===== src/rtl/move_exec.sv =====
// rtl/move_exec.sv - move sequencer driving the per-square piece register write bus
// Accepts one (from, to) request, writes the piece to its destination, then clears the source.
module move_exec #(
   parameter int SQUARES = 64,
   parameter int PW      = 10,
   parameter int IW      = 6
) (
   input  logic                  clk,
   input  logic                  rst,
   input  logic                  req_valid,
   output logic                  req_ready,
   input  logic [IW-1:0]         req_from,
   input  logic [IW-1:0]         req_to,
   input  logic [SQUARES*PW-1:0] board,
   output logic [SQUARES-1:0]    sq_en,
   output logic [PW-1:0]         sq_data,
   output logic                  done,
   output logic                  err,
   output logic [PW-1:0]         captured
);

   typedef enum logic [2:0] {IDLE, FETCH, WRITE, CLEAR, FIN} state_t;

   localparam logic [SQUARES-1:0] ONE = {{(SQUARES-1){1'b0}}, 1'b1};

   state_t        state;
   logic [IW-1:0] from_r;
   logic [IW-1:0] to_r;
   logic [PW-1:0] cap_r;
   logic          err_r;

   logic          idx_bad;
   logic [PW-1:0] piece_rd;
   logic [PW-1:0] cap_rd;

   // Out-of-range indices only exist when SQUARES is not a power of two.
   always_comb begin
      idx_bad  = (int'(from_r) >= SQUARES) || (int'(to_r) >= SQUARES);
      piece_rd = '0;
      cap_rd   = '0;
      if (!idx_bad) begin
         piece_rd = board[from_r*PW +: PW];
         cap_rd   = board[to_r*PW +: PW];
      end
   end

   always_ff @(posedge clk or negedge rst) begin
      if (!rst) begin
         state     <= IDLE;
         req_ready <= 1'b1;
         sq_en     <= '0;
         sq_data   <= '0;
         done      <= 1'b0;
         err       <= 1'b0;
         captured  <= '0;
         from_r    <= '0;
         to_r      <= '0;
         cap_r     <= '0;
         err_r     <= 1'b0;
      end else begin
         sq_en    <= '0;
         sq_data  <= '0;
         done     <= 1'b0;
         err      <= 1'b0;
         captured <= '0;
         case (state)
            IDLE: begin
               if (req_valid && req_ready) begin
                  from_r    <= req_from;
                  to_r      <= req_to;
                  req_ready <= 1'b0;
                  state     <= FETCH;
               end
            end
            FETCH: begin
               if (idx_bad || from_r == to_r || piece_rd == '0) begin
                  err_r    <= 1'b1;
                  cap_r    <= '0;
                  done     <= 1'b1;
                  err      <= 1'b1;
                  captured <= '0;
                  state    <= FIN;
               end else begin
                  // sq_data holds the fetched piece for the whole WRITE cycle.
                  err_r   <= 1'b0;
                  cap_r   <= cap_rd;
                  sq_en   <= ONE << to_r;
                  sq_data <= piece_rd;
                  state   <= WRITE;
               end
            end
            WRITE: begin
               sq_en <= ONE << from_r;
               state <= CLEAR;
            end
            CLEAR: begin
               done     <= 1'b1;
               err      <= err_r;
               captured <= cap_r;
               state    <= FIN;
            end
            FIN: begin
               req_ready <= 1'b1;
               state     <= IDLE;
            end
            default: begin
               req_ready <= 1'b1;
               state     <= IDLE;
            end
         endcase
      end
   end

endmodule


===== config.mk =====
export PLATFORM = sky130hd
export DESIGN_NAME = move_exec
export DESIGN_NICKNAME = d
export VERILOG_FILES = /design/src/rtl/move_exec.sv
export SDC_FILE = /design/constraint.sdc
export NUM_CORES = 1
export LEC_CHECK = 0
export ABC_AREA = 1
export CAP_MARGIN = 20
export CORE_AREA = 2 2 293 295
export CTS_BUF_LIST = sky130_fd_sc_hd__clkbuf_8 sky130_fd_sc_hd__clkbuf_16
export DETAILED_ROUTE_END_ITERATION = 8
export DIE_AREA = 0 0 295 297
export HOLD_SLACK_MARGIN = 0.06
export PLACE_DENSITY = 0.5
export SKIP_CTS_REPAIR_TIMING = 1
export SLEW_MARGIN = 5
export SYNTH_ARGS = -nofsm -noshare
export SYNTH_HDL_FRONTEND = slang
export SYNTH_SLANG_ARGS = --single-unit

===== constraint.sdc =====
create_clock -name clk -period 4.3 [get_ports clk]
set_input_delay 0.645 -clock clk [delete_from_list [all_inputs] [get_ports clk]]
set_output_delay 0.645 -clock clk [all_outputs]
set_load 0.05 [all_outputs]

==> impl_results.md <==
- Worst Setup End Kind: flop
- Register area: around 2900 um2
- Pre-CTS setup slack: between 0.5 and 0.6 ns
- Max Cap Viol: 0
- Tcrit/Tclk final: 87.6%
- WS Path Type: reg -> reg
- Largest net degree at the start of global routing: 117
- # nets final: 4279
- Drt via density: 5.23
- Final RePlAce weighted congestion: 0.929
- Adder-cell share of the synthesized area: 0%
- Slew @ Worst Pin: 0.990 ns
- Seq/Total Area, Yosys: 17.4%
- Drt drc: 0
- Synth area leader: nand2_1
- Leak: 11.2 nW
- Critical Path AT: 4.06 ns
- Worst-Skew Late Latency: 0.43 ns
- Syn avg cell area: 5.30 um2
- Drt first pass iters: 6
- Full die area: ~88000 um2
- Combinational family with the most area after synthesis: simple AND/OR/NAND/NOR gates
- DP HPWL: just under 100 mm
- Final Hold Viols: 0
- Distinct cells, synth: 36
- Hold Path Class: in -> async
- CP max FO: 75
- Share of cells above drive strength 1: 4.32%
- CP Launch Type: flop
- Worst setup margin: 0.531 ns
- Number of global-route vias before repair: about 25000
- Antenna violations before repair: 49
- Buffers on Ports: 741
- Worst hold margin: 0.204 ns
- WL/cell: 27.8 um
- Routed WL: 134 mm
- Global-route wire length before repair: approximately 190 mm
- Top Ports: 742
- Setup Viol. Count Final: 0
- Post-Syn Nets: 3719
- Die height: just under 300 um
- Core area: 84500 um2
- Clk slew on worst S/H paths: 0.06 ns
- Die Width: a little under 300 um
- Syn Inst Count: 3064
- Longest Clk Path Bufs: 2
- Row count: between 100 and 150
- Final non-filler cell total: 4814
- Max-slew headroom: 33.7%
- Power per Cell Area: 626 nW/um2
- Tmin final: about 3.8 ns
- Total negative slack: 0 ns
- Via count: 25200
- Drt first-iter violations: about 2500
- Area grow syn2layout: 57.6%
- Total CTS buffers: 17
- Compound-gate portion of the synthesized area: ~20%
- H-tree depth: 4
- DRT antenna net count: 0
- Mux contribution to synthesized area: 0%
- GRT Overall Usage: 29.4%
- Ys Warns: 0
- Max-slew violations: 0
- FF+latch count, synth: 113
- Worst Skew: 0.0137 ns
- Critical Path RT: about 4.6 ns
- Worst VDD drop: between 0.0005 and 0.0006 V
- CTS Sinks: 113
- GR Overflow Total: 0
- Fill count: 9550
- Achievable Freq: 265 MHz
- Post-synthesis xor/xnor area fraction: less than 1%
- Status: completed
- Post-synth top area share: between 10% and 20%
- CTS root buffer: clkbuf_16
- CTS tree: done
- Synth Area in Simple Gates: just under 50%
- Unrepaired setup endpoints after global routing: no
- Starting Density: 19.2%
- Multi-input logic area: 11200 um2
- Synth Cell Area: 16200 um2
- Synth area leaders: nand2_1, dfrtp_1, nand3_1
- Post-placement cell count: 4749
state kept, by name (all words and copies together) (netlist names), 3 cells and up:
register,cells
cap_r,10
captured,10
from_r,6
sq_data,10
sq_en,64
state,3
to_r,6
final cells by class:
cell class,instances,area share (%)
clock inverters,13,0.846
well taps,1144,5.60
flip-flops and latches,113,11.2
multi-input cells,2380,43.8
diodes,34,0.333
repair buffers,816,32.2
clock buffers,18,1.72
inverters,296,4.39
layer usage:
metal | wire length (um) | track usage [%]
met1 | 52700 | 36.3
met2 | 64100 | 49.5
met4 | 5360 | 12.8
met3 | 11500 | 5.69
met5 | 182 | 0
per-stage QoR:
stage	power, mW	instance area (um2)	util (%)
after floorplan	8.50	16200	-
after global placement	14.3	24800	29.4
after detailed placement	14.3	24800	29.4
after CTS	16.0	25500	30.2
after global routing	16.9	25600	30.3
final	16.0	25600	30.3
final timing paths:
kind,startpoint,to,slack (ns),cells past startpoint
max in group asynchronous,rst,req_ready,3.16,2
min in group clk,cap_r[4],cap_r[4],0.48,2
min reg2reg,cap_r[4],cap_r[4],0.48,2
max,from_r[0],done,0.53,17
min,rst,sq_en[43],0.20,1
max reg2reg,from_r[0],done,0.53,17
cells by family (layout without fill, tap and decap cells):
family	Yosys count	after routing
other cells	0	34
flops	113	113
buf+inv	571	1143
compound gates	558	558
simple gates	1819	1819
xor+xnor	3	3
cells in the mapped netlist:
library cell	count
nand3_1	384
nand2_2	2
nand4_1	157
buf_1	50
xnor2_1	3
nor4_1	14
nor2_2	2
buf_6	2
nor3_1	14
dfstp_2	1
buf_4	18
o21ai_0	162
o221ai_1	10
a22oi_1	6
clkbuf_1	154
clkinv_1	6
a21oi_1	129
o31ai_1	17
o22ai_1	160
inv_1	283
inv_2	7
o211ai_1	3
a2111oi_0	1
o22a_1	1
o32ai_1	1
o21ai_1	20
nand2_1	829
nor2_4	1
nor2_1	407
o2111ai_1	44
a2bb2oi_1	3
a21boi_0	1
dfrtp_1	112
and2_0	1
buf_2	51
or2_2	8
worst max-delay path, stage by stage (launching register included):
cell and delay (ns):
dfrtp_4 0.68, inv_2 0.14, nor2_4 0.41, buf_12 0.26, nand2_1 0.08, nand4_1 0.11, nand3_1 0.08, nand3_1 0.18
nand3_1 0.21, nand2_1 0.13, inv_1 0.06, nand2_1 0.08, nor2_1 0.07, nand2_2 0.08, buf_4 0.67, nand2_1 0.10
nand2_1 0.15, nand2_1 0.07
report_power, final:
group	internal (mW)	leakage (nW)	switching [mW]
registers	1.30	1.50	0.360
clock network	1.09	0.327	0.546
logic	3.65	9.38	9.07
total	6.03	11.2	9.98
placed cells by master (no fill, tap or decap), types with 13 or more instances in the layout:
cell type,netlist,layout
a21oi_1,129,129
buf_12,0,20
dfrtp_1,112,102
nor3_1,14,13
clkbuf_16,0,17
o22ai_1,160,160
nor2_1,407,403
nand3_1,384,383
o21ai_1,20,20
o31ai_1,17,17
clkdlybuf4s50_1,0,740
o21ai_0,162,162
o2111ai_1,44,44
buf_4,18,55
inv_1,283,279
nor4_1,14,14
diode_2,0,34
nand4_1,157,157
nand2_1,829,824
Note: power is estimated with default switching activity, not from simulation.
